### config.mk
export PLATFORM = sky130hd
export DESIGN_NAME = exec_multicycle_flat
export DESIGN_NICKNAME = d
export VERILOG_FILES = /design/src/rtl/exec_multicycle_if.sv /design/src/rtl/exec_multicycle.sv /design/src/flat_wrapper.sv
export SDC_FILE = /design/constraint.sdc
export NUM_CORES = 1
export LEC_CHECK = 0
export ABC_AREA = 1
export BUFFER_PORTS_ARGS = -buffer_cell sky130_fd_sc_hd__buf_2
export CORE_ASPECT_RATIO = 0.5
export CORE_MARGIN = 10
export CORE_UTILIZATION = 59
export CTS_BUF_LIST = sky130_fd_sc_hd__clkbuf_4 sky130_fd_sc_hd__clkbuf_8 sky130_fd_sc_hd__clkbuf_16
export DETAILED_ROUTE_END_ITERATION = 12
export PLACE_DENSITY = 0.81
export SKIP_CTS_REPAIR_TIMING = 1
export SLEW_MARGIN = 20
export SYNTH_ARGS = -nofsm -noshare
export SYNTH_HDL_FRONTEND = slang
export SYNTH_SLANG_ARGS = --single-unit
### constraint.sdc
create_clock -name clk -period 7.45 [get_ports clk]
set_input_delay 0.3725 -clock clk [delete_from_list [all_inputs] [get_ports clk]]
set_output_delay 0.3725 -clock clk [all_outputs]
set_load 0.005 [all_outputs]
### src/rtl/exec_multicycle_if.sv
// Instruction-in / result-out bundle for exec_multicycle.
// The slave modport is the execute unit's view; master is the issuing side.
interface exec_multicycle_if #(
  parameter int W_OPR = 32,
  parameter int W_IMM = 16,
  parameter int W_RD  = 5
);
  logic             v_i;
  logic             stall_i;
  logic             stall_o;
  logic             busy_o;
  logic [6:0]       opecode_i;
  logic [W_OPR-1:0] opr0_i;
  logic [W_OPR-1:0] opr1_i;
  logic [W_IMM-1:0] imm_i;
  logic             immf_i;
  logic             immsign_i;
  logic             wb_i;
  logic [W_RD-1:0]  wb_r_i;
  logic             v_o;
  logic [W_OPR-1:0] result_o;
  logic             wb_o;
  logic [W_RD-1:0]  wb_r_o;
  logic [3:0]       flags_o;

  modport slave (
    input  v_i, stall_i, opecode_i, opr0_i, opr1_i, imm_i, immf_i, immsign_i, wb_i, wb_r_i,
    output stall_o, busy_o, v_o, result_o, wb_o, wb_r_o, flags_o
  );

  modport master (
    output v_i, stall_i, opecode_i, opr0_i, opr1_i, imm_i, immf_i, immsign_i, wb_i, wb_r_i,
    input  stall_o, busy_o, v_o, result_o, wb_o, wb_r_o, flags_o
  );
endinterface

### src/rtl/exec_multicycle.sv
// Execute stage: single-cycle ADD/SUB/MUL/CMP/NOP plus an optional multicycle
// restoring divider enabled by the macro EXEC_MULTICYCLE_DIV_EN.
module exec_multicycle #(
  parameter int W_OPR = 32,
  parameter int W_IMM = 16,
  parameter int W_RD  = 5
) (
  input logic              clk,
  input logic              reset,
  exec_multicycle_if.slave bus
);

  localparam logic [6:0] OP_ADD  = 7'd0;
  localparam logic [6:0] OP_SUB  = 7'd1;
  localparam logic [6:0] OP_MUL  = 7'd2;
  localparam logic [6:0] OP_DIV  = 7'd3;
  localparam logic [6:0] OP_CMP  = 7'd4;
  localparam logic [6:0] OP_STOP = 7'h1F;

  logic [W_OPR-1:0] imm_ext_s;
  logic [W_OPR-1:0] opr_b_s;
  logic [W_OPR:0]   cmp_diff_s;
  logic [3:0]       cmp_flags_s;
  logic [W_OPR-1:0] alu_res_s;
  logic             alu_wb_s;
  logic             is_cmp_s;
  logic             div_start_s;
  logic             div_go_s;
  logic             accept_s;
  logic             stall_o_s;
  logic             busy_s;
  logic             done_s;
  logic             div_done_s;
  logic [W_OPR-1:0] quotient_s;
  logic             div_wb_s;
  logic [W_RD-1:0]  div_wb_r_s;

  logic             v_q, v_d;
  logic [W_OPR-1:0] result_q, result_d;
  logic             wb_q, wb_d;
  logic [W_RD-1:0]  wb_r_q, wb_r_d;
  logic [3:0]       flags_q, flags_d;

  // Operand B: register operand or sign/zero-extended immediate.
  always_comb begin
    imm_ext_s = '0;
    opr_b_s   = '0;
    if (bus.immsign_i) begin
      imm_ext_s = {{(W_OPR-W_IMM){bus.imm_i[W_IMM-1]}}, bus.imm_i};
    end else begin
      imm_ext_s = {{(W_OPR-W_IMM){1'b0}}, bus.imm_i};
    end
    if (bus.immf_i) begin
      opr_b_s = imm_ext_s;
    end else begin
      opr_b_s = bus.opr1_i;
    end
  end

  // Compare flags {C,Z,S,V}; the extra top bit of the difference is the borrow.
  always_comb begin
    cmp_diff_s  = {1'b0, bus.opr0_i} - {1'b0, opr_b_s};
    cmp_flags_s = {cmp_diff_s[W_OPR],
                   (cmp_diff_s[W_OPR-1:0] == {W_OPR{1'b0}}),
                   cmp_diff_s[W_OPR-1],
                   (bus.opr0_i[W_OPR-1] ^ opr_b_s[W_OPR-1]) &
                   (cmp_diff_s[W_OPR-1] ^ bus.opr0_i[W_OPR-1])};
  end

  // Single-cycle result and write-back qualification per opcode.
  always_comb begin
    alu_res_s   = '0;
    alu_wb_s    = bus.wb_i;
    is_cmp_s    = 1'b0;
    div_start_s = 1'b0;
    case (bus.opecode_i)
      OP_ADD: alu_res_s = bus.opr0_i + opr_b_s;
      OP_SUB: alu_res_s = bus.opr0_i - opr_b_s;
      OP_MUL: alu_res_s = bus.opr0_i * opr_b_s;
      OP_DIV: begin
`ifdef EXEC_MULTICYCLE_DIV_EN
        if (opr_b_s == {W_OPR{1'b0}}) begin
          alu_res_s = {W_OPR{1'b1}};
        end else begin
          div_start_s = 1'b1;
        end
`else
        alu_res_s = '0;
`endif
      end
      OP_CMP: begin
        is_cmp_s = 1'b1;
        alu_wb_s = 1'b0;
      end
      default: alu_res_s = '0;
    endcase
  end

  // A finishing divide owns the output register, so nothing is accepted in DONE.
  assign stall_o_s = bus.stall_i | busy_s;
  assign accept_s  = bus.v_i & ~stall_o_s & ~done_s;
  assign div_go_s  = accept_s & div_start_s;

`ifdef EXEC_MULTICYCLE_DIV_EN
  localparam int W_CNT = $clog2(W_OPR + 1);

  typedef enum logic [1:0] {S_IDLE = 2'd0, S_DIV = 2'd1, S_DONE = 2'd2} state_e;

  state_e           state_q, state_d;
  logic [W_OPR-1:0] rem_q, rem_d;
  logic [W_OPR-1:0] quo_q, quo_d;
  logic [W_OPR-1:0] dvs_q, dvs_d;
  logic [W_CNT-1:0] cnt_q, cnt_d;
  logic             dwb_q, dwb_d;
  logic [W_RD-1:0]  dwb_r_q, dwb_r_d;
  logic [W_OPR:0]   rem_sh_s;
  logic [W_OPR:0]   trial_s;

  // Divider FSM state register.
  always_ff @(posedge clk) begin
    if (!reset) begin
      state_q <= S_IDLE;
    end else begin
      state_q <= state_d;
    end
  end

  // Divider FSM next state.
  always_comb begin
    state_d = state_q;
    case (state_q)
      S_IDLE: begin
        if (div_go_s) state_d = S_DIV;
        else          state_d = S_IDLE;
      end
      S_DIV: begin
        if (cnt_q == W_CNT'(1)) state_d = S_DONE;
        else                    state_d = S_DIV;
      end
      S_DONE: begin
        if (bus.stall_i) state_d = S_DONE;
        else             state_d = S_IDLE;
      end
      default: state_d = S_IDLE;
    endcase
  end

  // Divider FSM outputs; DONE stays busy only while held by a downstream stall.
  always_comb begin
    busy_s     = 1'b0;
    done_s     = 1'b0;
    div_done_s = 1'b0;
    case (state_q)
      S_DIV:  busy_s = 1'b1;
      S_DONE: begin
        busy_s     = bus.stall_i;
        done_s     = 1'b1;
        div_done_s = ~bus.stall_i;
      end
      default: busy_s = 1'b0;
    endcase
  end

  // Restoring step: shift in the next dividend bit, keep the difference if non-negative.
  always_comb begin
    rem_d    = rem_q;
    quo_d    = quo_q;
    dvs_d    = dvs_q;
    cnt_d    = cnt_q;
    dwb_d    = dwb_q;
    dwb_r_d  = dwb_r_q;
    rem_sh_s = {rem_q, quo_q[W_OPR-1]};
    trial_s  = rem_sh_s - {1'b0, dvs_q};
    if (div_go_s) begin
      rem_d   = '0;
      quo_d   = bus.opr0_i;
      dvs_d   = opr_b_s;
      cnt_d   = W_CNT'(W_OPR);
      dwb_d   = bus.wb_i;
      dwb_r_d = bus.wb_r_i;
    end else if (state_q == S_DIV) begin
      cnt_d = cnt_q - W_CNT'(1);
      if (!trial_s[W_OPR]) begin
        rem_d = trial_s[W_OPR-1:0];
        quo_d = {quo_q[W_OPR-2:0], 1'b1};
      end else begin
        rem_d = rem_sh_s[W_OPR-1:0];
        quo_d = {quo_q[W_OPR-2:0], 1'b0};
      end
    end else begin
      cnt_d = cnt_q;
    end
  end

  // Divider datapath registers.
  always_ff @(posedge clk) begin
    if (!reset) begin
      rem_q   <= '0;
      quo_q   <= '0;
      dvs_q   <= '0;
      cnt_q   <= '0;
      dwb_q   <= 1'b0;
      dwb_r_q <= '0;
    end else begin
      rem_q   <= rem_d;
      quo_q   <= quo_d;
      dvs_q   <= dvs_d;
      cnt_q   <= cnt_d;
      dwb_q   <= dwb_d;
      dwb_r_q <= dwb_r_d;
    end
  end

  assign quotient_s = quo_q;
  assign div_wb_s   = dwb_q;
  assign div_wb_r_s = dwb_r_q;
`else
  assign busy_s     = 1'b0;
  assign done_s     = 1'b0;
  assign div_done_s = 1'b0;
  assign quotient_s = '0;
  assign div_wb_s   = 1'b0;
  assign div_wb_r_s = '0;
`endif

  // Output register update: stall holds everything, a finished divide wins next.
  always_comb begin
    v_d      = v_q;
    result_d = result_q;
    wb_d     = wb_q;
    wb_r_d   = wb_r_q;
    flags_d  = flags_q;
    if (bus.stall_i) begin
      v_d = v_q;
    end else if (div_done_s) begin
      v_d      = 1'b1;
      result_d = quotient_s;
      wb_d     = div_wb_s;
      wb_r_d   = div_wb_r_s;
    end else if (accept_s && !div_start_s) begin
      v_d      = 1'b1;
      result_d = alu_res_s;
      wb_d     = alu_wb_s;
      wb_r_d   = bus.wb_r_i;
      if (is_cmp_s) begin
        flags_d = cmp_flags_s;
      end else begin
        flags_d = flags_q;
      end
    end else begin
      v_d  = 1'b0;
      wb_d = 1'b0;
    end
  end

  // Output registers.
  always_ff @(posedge clk) begin
    if (!reset) begin
      v_q      <= 1'b0;
      result_q <= '0;
      wb_q     <= 1'b0;
      wb_r_q   <= '0;
      flags_q  <= 4'b0000;
    end else begin
      v_q      <= v_d;
      result_q <= result_d;
      wb_q     <= wb_d;
      wb_r_q   <= wb_r_d;
      flags_q  <= flags_d;
    end
  end

`ifndef SYNTHESIS
  // Simulation-only stop opcode; behaves as a NOP in hardware.
  always_ff @(posedge clk) begin
    if (reset && accept_s && (bus.opecode_i == OP_STOP)) begin
      $finish;
    end
  end
`endif

  assign bus.stall_o  = stall_o_s;
  assign bus.busy_o   = busy_s;
  assign bus.v_o      = v_q;
  assign bus.result_o = result_q;
  assign bus.wb_o     = wb_q & v_q;
  assign bus.wb_r_o   = wb_r_q;
  assign bus.flags_o  = flags_q;

endmodule

### src/flat_wrapper.sv
// flat-port wrapper written by rule: the top's interface ports become plain ports
module exec_multicycle_flat 
#(
  parameter int W_OPR = 32,
  parameter int W_IMM = 16,
  parameter int W_RD  = 5
)
  (clk, reset, bus_v_i, bus_stall_i, bus_opecode_i, bus_opr0_i, bus_opr1_i, bus_imm_i, bus_immf_i, bus_immsign_i, bus_wb_i, bus_wb_r_i, bus_stall_o, bus_busy_o, bus_v_o, bus_result_o, bus_wb_o, bus_wb_r_o, bus_flags_o);
  exec_multicycle_if #(.W_OPR(W_OPR), .W_IMM(W_IMM), .W_RD(W_RD)) bus_i ();
  input logic clk;
  input logic reset;
  input wire logic [$bits(bus_i.v_i)-1:0] bus_v_i;
  input wire logic [$bits(bus_i.stall_i)-1:0] bus_stall_i;
  input wire logic [$bits(bus_i.opecode_i)-1:0] bus_opecode_i;
  input wire logic [$bits(bus_i.opr0_i)-1:0] bus_opr0_i;
  input wire logic [$bits(bus_i.opr1_i)-1:0] bus_opr1_i;
  input wire logic [$bits(bus_i.imm_i)-1:0] bus_imm_i;
  input wire logic [$bits(bus_i.immf_i)-1:0] bus_immf_i;
  input wire logic [$bits(bus_i.immsign_i)-1:0] bus_immsign_i;
  input wire logic [$bits(bus_i.wb_i)-1:0] bus_wb_i;
  input wire logic [$bits(bus_i.wb_r_i)-1:0] bus_wb_r_i;
  output wire logic [$bits(bus_i.stall_o)-1:0] bus_stall_o;
  output wire logic [$bits(bus_i.busy_o)-1:0] bus_busy_o;
  output wire logic [$bits(bus_i.v_o)-1:0] bus_v_o;
  output wire logic [$bits(bus_i.result_o)-1:0] bus_result_o;
  output wire logic [$bits(bus_i.wb_o)-1:0] bus_wb_o;
  output wire logic [$bits(bus_i.wb_r_o)-1:0] bus_wb_r_o;
  output wire logic [$bits(bus_i.flags_o)-1:0] bus_flags_o;
  assign bus_i.v_i = bus_v_i;
  assign bus_i.stall_i = bus_stall_i;
  assign bus_i.opecode_i = bus_opecode_i;
  assign bus_i.opr0_i = bus_opr0_i;
  assign bus_i.opr1_i = bus_opr1_i;
  assign bus_i.imm_i = bus_imm_i;
  assign bus_i.immf_i = bus_immf_i;
  assign bus_i.immsign_i = bus_immsign_i;
  assign bus_i.wb_i = bus_wb_i;
  assign bus_i.wb_r_i = bus_wb_r_i;
  assign bus_stall_o = bus_i.stall_o;
  assign bus_busy_o = bus_i.busy_o;
  assign bus_v_o = bus_i.v_o;
  assign bus_result_o = bus_i.result_o;
  assign bus_wb_o = bus_i.wb_o;
  assign bus_wb_r_o = bus_i.wb_r_o;
  assign bus_flags_o = bus_i.flags_o;
  exec_multicycle #(.W_OPR(W_OPR), .W_IMM(W_IMM), .W_RD(W_RD)) u_core (.clk(clk), .reset(reset), .bus(bus_i));
endmodule
[After elaboration in Yosys (flattened, before gate mapping)]
Cells that the tools add are included.
Word-level totals
  input port bits: 99
  logic and storage cells: 29
  RAM bits: 0
  memories: 0
  bits in latches: 0
  flip-flop bits (word level): 43
  output and inout bits: 45
  ROM bits: 0
Operators by class
  muxes and demuxes: 7
  $lt $le $gt $ge: 0
  $add $sub $neg: 3
  reduce and logical (&&, ||, !) cells: 4
  eq/ne operators: 3
  bitwise operators: 6
  shift-type cells: 0
  $mul: 1
  div/mod/pow operators: 0
Operators with widths (number)
  one-hot mux 32 bit (3 select lines): 1
  two-way mux 32 bit: 2
  subtractor 32 x 32 -> 33 bit: 1
  adder 32 bit: 1
  zero test 32 bit: 1
  multiplier 32 x 32 -> 32 bit: 1
  subtractor 32 bit: 1
  == test 7 x 1 -> 1 bit, second input constant: 1
  == test 7 x 2 -> 1 bit, second input constant: 1
  == test 7 x 3 -> 1 bit, second input constant: 1
  zero test 7 bit: 1
  two-way mux 1 bit: 4
  bitwise AND 1 bit: 3
  AND reduction 3 bit: 1
  AND reduction 2 bit: 1
  bitwise XOR 1 bit: 2
  NOT 1 bit: 1

[Depth between registers and ports, before layout]
Gate-level depths: netlist of the first run.
  depth after elaboration: 5
  depth in mapped cells: 43
  mapped depth without buffers: 40

[Worst setup path after synthesis of the first run]
Ideal clock, no wire load.
  kind: in2reg
  from: in bus_immf_i
  to: reg u_core.result_q[30] (netlist: u_core.bus.result_o[30])
  arrival: 7018 ps
  stages: 33
  data required time: 7392 ps
  setup slack: 374 ps
  library setup time: 58 ps
  buffers on the path: 4
  cell sequence: buf_6 inv_6 buf_4 nand2_2 nand2_1 buf_4 inv_1 buf_1 ha_1 inv_1 fa_1 inv_1 fa_1 fa_1 inv_1 fa_1 inv_1 fa_1 fa_1 fa_1 fa_1 ha_1 nand2_1 nor4_1 nand4_1 nand3_1 a21oi_1 a21oi_1 xor2_1 nand2_1 nand3_1 o211ai_1 inv_1
On the way
  word-level cells in the longest chain between the ends: 3
  elaborated cells between the ends (all ways): 5
  those cells by class: add/sub (2); mul (1); mux (2)
RTL lines
  start, declared: line flat_wrapper.sv:18  | input wire logic [$bits(bus_i.immf_i)-1:0] bus_immf_i;
  two-way mux 32 bit *: line exec_multicycle.sv:53  | if (bus.immf_i) begin
  multiplier 32 x 32 -> 32 bit, or another cell as far along: line exec_multicycle.sv:79  | OP_MUL: alu_res_s = bus.opr0_i * opr_b_s;
  one-hot mux 32 bit (3 select lines) *: line exec_multicycle.sv:76  | case (bus.opecode_i)
  end signal, assigned: line exec_multicycle.sv:266  | result_q <= result_d;
  end, declared: line exec_multicycle.sv:39  | logic [W_OPR-1:0] result_q, result_d;
Every way passes the cells marked *; elsewhere a longest branch is shown, timed or not.
A chain may end at the register's enable or synchronous reset.

[Final worst setup path of the first run]
  from: in bus_immf_i
  to: reg u_core.result_q[27] (netlist: u_core.bus.result_o[27])
Same word-level chain as after synthesis.

==> results.sh, run 1 <==
export IMPL_setup_viol=0
export IMPL_r2r_end="u_core.bus.result_o[26]"
export IMPL_h_tree_depth=2
export IMPL_gr_total_overflow=0
export IMPL_timing_max_cap_violations=0
export IMPL_outcome="finished clean"
export IMPL_synth_most_common_cell="inv_1"
export IMPL_fillCellCount=3174
export IMPL_gp_congestion=1.10
export IMPL_slowest_stage="fa_1"
export IMPL_fin_ws_ns=0.138
export IMPL_finClkSkew_ns=0
export IMPL_ff2ff_setup_slack_ns=6.68
export IMPL_nets=4148
export IMPL_die_w_um=297
export IMPL_max_slew_worst_pin_slew_ns=1.09
export IMPL_min_period_ns=7.31
export IMPL_grt_max_degree=68
export IMPL_layout_drive_gt1_share=0.149
export IMPL_multi_input_area_um2=19100
export IMPL_clk_pin_slew_ns=0.08
export IMPL_hold_path_cell_count=3
export IMPL_min_to="u_core.bus.wb_r_o[0]"
export IMPL_synth_nets=3848
export IMPL_synth_seq_area_share=0.0380
export IMPL_holdWs_ns=0.289
export IMPL_synth_top_family_by_area="adder cells"
export IMPL_die_h_um=159
export IMPL_yosys_warnings=0
export IMPL_vias=23200
export IMPL_slew_headroom=0.265
export IMPL_place_area_um2=25600
export IMPL_grt_pass1_wl_um=138000
export IMPL_place_port_buffers=142
export IMPL_ioPinCount=144
export IMPL_cp_start_kind="primary input"
export IMPL_fmax_mhz=137
export IMPL_yosys_top_cells_area="fa_1 (36%), ha_1 (11%), inv_1 (10%), nand2_1 (10%), nor2_1 (7.3%)"
export IMPL_ys_ff_latch=43
export IMPL_grt_pass1_vias=23300
export IMPL_dp_slack_ns=-0.519
export IMPL_yosys_area_share_simple=0.236
export IMPL_synth_fa_ha_area_frac=0.475
export IMPL_muxShareOfSynthArea=0
export IMPL_postLayoutCoreUtil=0.693
export IMPL_clock_root_buffer="clkbuf_16"
export IMPL_areaGrowthSynthToFinish_pct=15.2
export IMPL_hold_start="bus_wb_r_i[0]"
export IMPL_cts_buffers=5
export IMPL_async_flop_share=0
export IMPL_drc=0
export IMPL_cts_tree="done"
export IMPL_path_class="in -> reg"
export IMPL_slowest_delay_ns=0.55
export IMPL_yosys_area_top_type="fa_1"
export IMPL_antenna_found_initial=4
export IMPL_cp_common_cell="fa_1"
export IMPL_drt_total_wl_um=93000
export IMPL_finalHoldViolCount=0
export IMPL_drtPass1Iterations=6
export IMPL_viasPerCell=5.87
export IMPL_dp_hpwl_um=79200
export IMPL_fin_area_um2=26100
export IMPL_arrival_ns=7.56
export IMPL_crit_family="adder cells"
export IMPL_wire_per_inst_um=23.5
export IMPL_start_util=0.602
export IMPL_grt_usage=0.390
export IMPL_critPathRequiredTime_ns=7.69
export IMPL_synth_xor_area_frac=0.0271
export IMPL_synth_top_flop_cell="dfxtp_1"
export IMPL_crit_fanout=10
export IMPL_hp_class="in -> reg"
export IMPL_cts_buffer_depth=2
export IMPL_synth_compound_area_frac=0.0952
export IMPL_rsz0062_at_grt="true"
export IMPL_ant_nets=0
export IMPL_num_rows=50
export IMPL_cp_num_buf_inv=7
export IMPL_synth_edff_count=0
export IMPL_cts_sinks=43
export IMPL_crit_path_end_kind="flip-flop"
export IMPL_slew_violations=0
export IMPL_design_core_area_um2=37600
export IMPL_synth_commonest_cells="inv_1 (628), nand2_1 (619), nor2_1 (439)"
export IMPL_die_area_um2=47100
export IMPL_avgSynthCellArea_um2=7.22
export IMPL_r2r_start="u_core.bus.result_o[26]"
export IMPL_drt_initial_drc_count=3000
export IMPL_reg2regPathDepth=2
export IMPL_synth_area_um2=22600
export IMPL_yosysTopAreaCellShare=0.363
export IMPL_area_sequential_um2=861
export IMPL_finalCritPeriodShare=0.982
export IMPL_clk_latency_ns=0.30
export IMPL_synth_cells=3136
export IMPL_ys_types=59
==> worst max path at each step <==
stage	from	end	slack [ns]	cells past startpoint
floorplan	bus_immf_i	u_core.bus.result_o[30]	0.37	33
global placement	bus_immf_i	u_core.bus.result_o[27]	-0.37	30
detailed placement	bus_immf_i	u_core.bus.result_o[27]	-0.52	30
CTS	bus_immf_i	u_core.bus.result_o[27]	-0.24	30
global route	bus_immf_i	u_core.bus.result_o[27]	-0.04	31
finish	bus_immf_i	u_core.bus.result_o[27]	0.14	28
==> final cells by class <==
| cell class | count | area share |
|---|---|---|
| Antenna cell | 2 | 0.000192 |
| Clock buffer | 5 | 0.00480 |
| Clock inverter | 3 | 0.00178 |
| Inverter | 652 | 0.0946 |
| Multi-Input combinational cell | 2340 | 0.732 |
| Sequential cell | 43 | 0.0330 |
| Tap cell | 520 | 0.0250 |
| Timing Repair Buffer | 394 | 0.109 |
==> tightest hold or removal path: cells and delay by family <==
family | cells | cell delay (ns)
buffers and inverters | 1 | 0.07
AND/OR/NAND/NOR | 2 | 0.11
==> kinds of logic after synthesis <==
kind of cell	after synthesis
AO/OA/AOI/OAI	374
XOR/XNOR	70
adder cells (fa/ha/maj)	613
buffers and inverters	753
flip-flops	43
other	1
AND/OR/NAND/NOR	1282
==> state kept, by name, indices dropped and copies added (netlist names) <==
register,count
u_core.bus.result_o,32
u_core.bus.v_o,1
u_core.bus.wb_r_o,5
u_core.bus.flags_o,4
u_core.wb_q,1
==> layout by cell type, fill, tap and decap left out, types with 9 or more instances in the layout <==
master	count
nand3_1	106
o211ai_1	14
nor2_1	436
ha_1	196
a21boi_0	11
buf_12	19
fa_1	407
buf_2	142
a21o_1	12
or2_2	14
a21oi_1	145
a21oi_2	10
inv_1	625
nor3_1	14
nand3b_1	11
xor2_1	61
o21ai_1	9
a31oi_1	23
buf_4	232
xnor2_1	9
nand2_2	15
o21ai_0	113
dfxtp_1	43
clkinv_1	14
nand4_1	25
nand2_1	618
==> per-stage QoR <==
step / cells / setup TNS, ns
2_1_floorplan: 3136 / 0
3_3_place_gp: 3945 / -0.771
3_5_place_dp: 3945 / -1.20
4_1_cts: 3953 / -0.236
5_1_grt: 3957 / -0.0828
6_report: 3959 / 0
==> layer usage <==
metal | part of all wire | wire, um | up-vias | global-route usage
met5 | 0 | 0 | - | 0
met4 | 0.042 | 3890 | 0 | 0.132
met3 | 0.17 | 16000 | 255 | 0.171
met2 | 0.40 | 37400 | 1677 | 0.576
met1 | 0.38 | 35700 | 11200 | 0.507
li1 | - | - | 10100 | -
Power of run 1 is not shown: default switching activity piles up to over one toggle a cycle in this logic, so the estimate is an artifact.
==> inputs of run 2 (changes only) <==
CORE_ASPECT_RATIO = unset   (was 0.5)
==> run 2 against run 1 <==
Compared with the run above:
- non-clock buffer count is 53 lower
- flip-flop and latch count unchanged
- worst setup slack worse by 0.010 ns
- critical path depth fell by 1
- global-route usage increased by 0.95 points
- final cell count is 1.5% lower
- routed wire length grew 1.5%
- die area shrank 1.0%
- critical path type unchanged
- largest cell class unchanged
==> results.sh, run 2 (same netlist as run 1, synthesis figures left out) <==
export IMPL_num_rows=71
export IMPL_cts_sinks=43
export IMPL_h_tree_depth=2
export IMPL_cts_tree="done"
export IMPL_gp_congestion=1.09
export IMPL_crit_fanout=11
export IMPL_wire_per_inst_um=24.2
export IMPL_holdWs_ns=0.303
export IMPL_finalHoldViolCount=0
export IMPL_place_port_buffers=142
export IMPL_ant_nets=0
export IMPL_die_area_um2=46600
export IMPL_grt_pass1_vias=24400
export IMPL_dp_hpwl_um=79200
export IMPL_layout_common_cells="inv_1 (624), nand2_1 (619), nor2_1 (438)"
export IMPL_setup_viol=0
export IMPL_fin_area_um2=25400
export IMPL_layout_commonest_cell="inv_1"
export IMPL_clk_pin_slew_ns=0.07
export IMPL_largest_register_ffs=32
export IMPL_reg2regPathDepth=2
export IMPL_min_period_ns=7.32
export IMPL_cts_buffer_depth=2
export IMPL_slew_headroom=0.472
export IMPL_drtPass1Iterations=8
export IMPL_design_core_area_um2=37800
export IMPL_grt_max_degree=68
export IMPL_finClkSkew_ns=0
export IMPL_die_h_um=216
export IMPL_vias=23300
export IMPL_ff2ff_setup_slack_ns=6.65
export IMPL_dp_slack_ns=-0.405
export IMPL_cp_start_kind="primary input"
export IMPL_max_slew_worst_pin_slew_ns=0.785
export IMPL_areaGrowthSynthToFinish_pct=12.2
export IMPL_die_w_um=216
export IMPL_finalCritPeriodShare=0.983
export IMPL_path_class="in -> reg"
export IMPL_r2r_end="u_core.bus.result_o[25]"
export IMPL_clk_latency_ns=0.30
export IMPL_fin_ws_ns=0.127
export IMPL_grt_pass1_wl_um=142000
export IMPL_start_util=0.600
export IMPL_crit_path_end_kind="flip-flop"
export IMPL_drc=0
export IMPL_postLayoutCoreUtil=0.673
export IMPL_r2r_start="u_core.bus.result_o[25]"
export IMPL_clock_root_buffer="clkbuf_16"
export IMPL_layout_drive_gt1_share=0.128
export IMPL_drt_initial_drc_count=2519
export IMPL_slew_violations=0
export IMPL_critPathRequiredTime_ns=7.70
export IMPL_outcome="finished clean"
export IMPL_gr_total_overflow=0
export IMPL_ioPinCount=144
export IMPL_hold_path_cell_count=3
export IMPL_place_area_um2=25100
export IMPL_antenna_found_initial=10
export IMPL_timing_max_cap_violations=0
export IMPL_fmax_mhz=137
export IMPL_drt_total_wl_um=94400
export IMPL_min_to="u_core.bus.wb_r_o[1]"
export IMPL_arrival_ns=7.57
export IMPL_grt_usage=0.400
export IMPL_hold_start="bus_wb_r_i[1]"
export IMPL_hp_class="in -> reg"
export IMPL_nets=4095
export IMPL_cts_buffers=5
export IMPL_viasPerCell=5.99
==> run 2: changes by cell type in the layout (fill, tap and decap cells not counted), moves of 3 or more <==
cell	delta
diode_2	+3
ha_4	-7
buf_12	-8
ha_1	+7
buf_4	-45
a21oi_1	+7
fa_1	+3
nand3_2	-4
o21ai_0	+3
a21oi_2	-7
nand3_1	+4
fa_2	-3
==> run 2: worst max-delay path by stage <==
stage,from,end,slack [ns],depth (start not counted)
6_report,bus_immf_i,u_core.bus.result_o[28],0.13,27
3_3_place_gp,bus_immf_i,u_core.bus.result_o[27],-0.35,30
4_1_cts,bus_immf_i,u_core.bus.result_o[27],-0.14,30
2_1_floorplan,bus_immf_i,u_core.bus.result_o[30],0.37,33
5_1_grt,bus_immf_i,u_core.bus.result_o[21],-0.02,30
3_5_place_dp,bus_immf_i,u_core.bus.result_o[27],-0.40,30
==> run 2: metal layers <==
layer / vias up / GRT usage / part of all wire
met5: - / 0 / 0.0016
met4: 18 / 0.292 / 0.092
met3: 554 / 0.126 / 0.13
met2: 1616 / 0.620 / 0.44
met1: 11100 / 0.460 / 0.34
li1: 10000 / - / -
==> run 2: layout make-up <==
type / count / area [um^2]
multi-input combinational: 2340 / 18900
clock inverter: 3 / 43.8
clock buffer: 5 / 125
tap: 511 / 639
timing repair buffer: 341 / 2350
sequential: 43 / 861
fill: 3182 / 12400
inverter: 652 / 2470
antenna: 5 / 12.5
==> run 2: stage by stage <==
stage,std cells,TNS (ns)
2_1_floorplan,3136,0
3_3_place_gp,3885,-0.349
3_5_place_dp,3885,-0.739
4_1_cts,3893,-0.136
5_1_grt,3895,-0.0605
6_report,3900,0
==> run 2: critical path: stages <==
cell and delay, ns:
clkbuf_4 0.19, buf_12 0.17, o21ai_4 0.20, clkinvlp_4 0.24, buf_4 0.19, nor2_1 0.14, fa_1 0.46, fa_1 0.44
fa_1 0.56, inv_1 0.05, fa_1 0.48, inv_1 0.06, fa_1 0.50, fa_1 0.57, fa_1 0.45, fa_1 0.48
ha_1 0.37, a21oi_1 0.26, buf_4 0.15, o21ai_0 0.10, nand2_1 0.09, o211ai_1 0.11, a31oi_1 0.21, a21oi_1 0.14
o211ai_1 0.34, o211ai_1 0.14, inv_1 0.08
Power of run 2 is left out for the same reason.
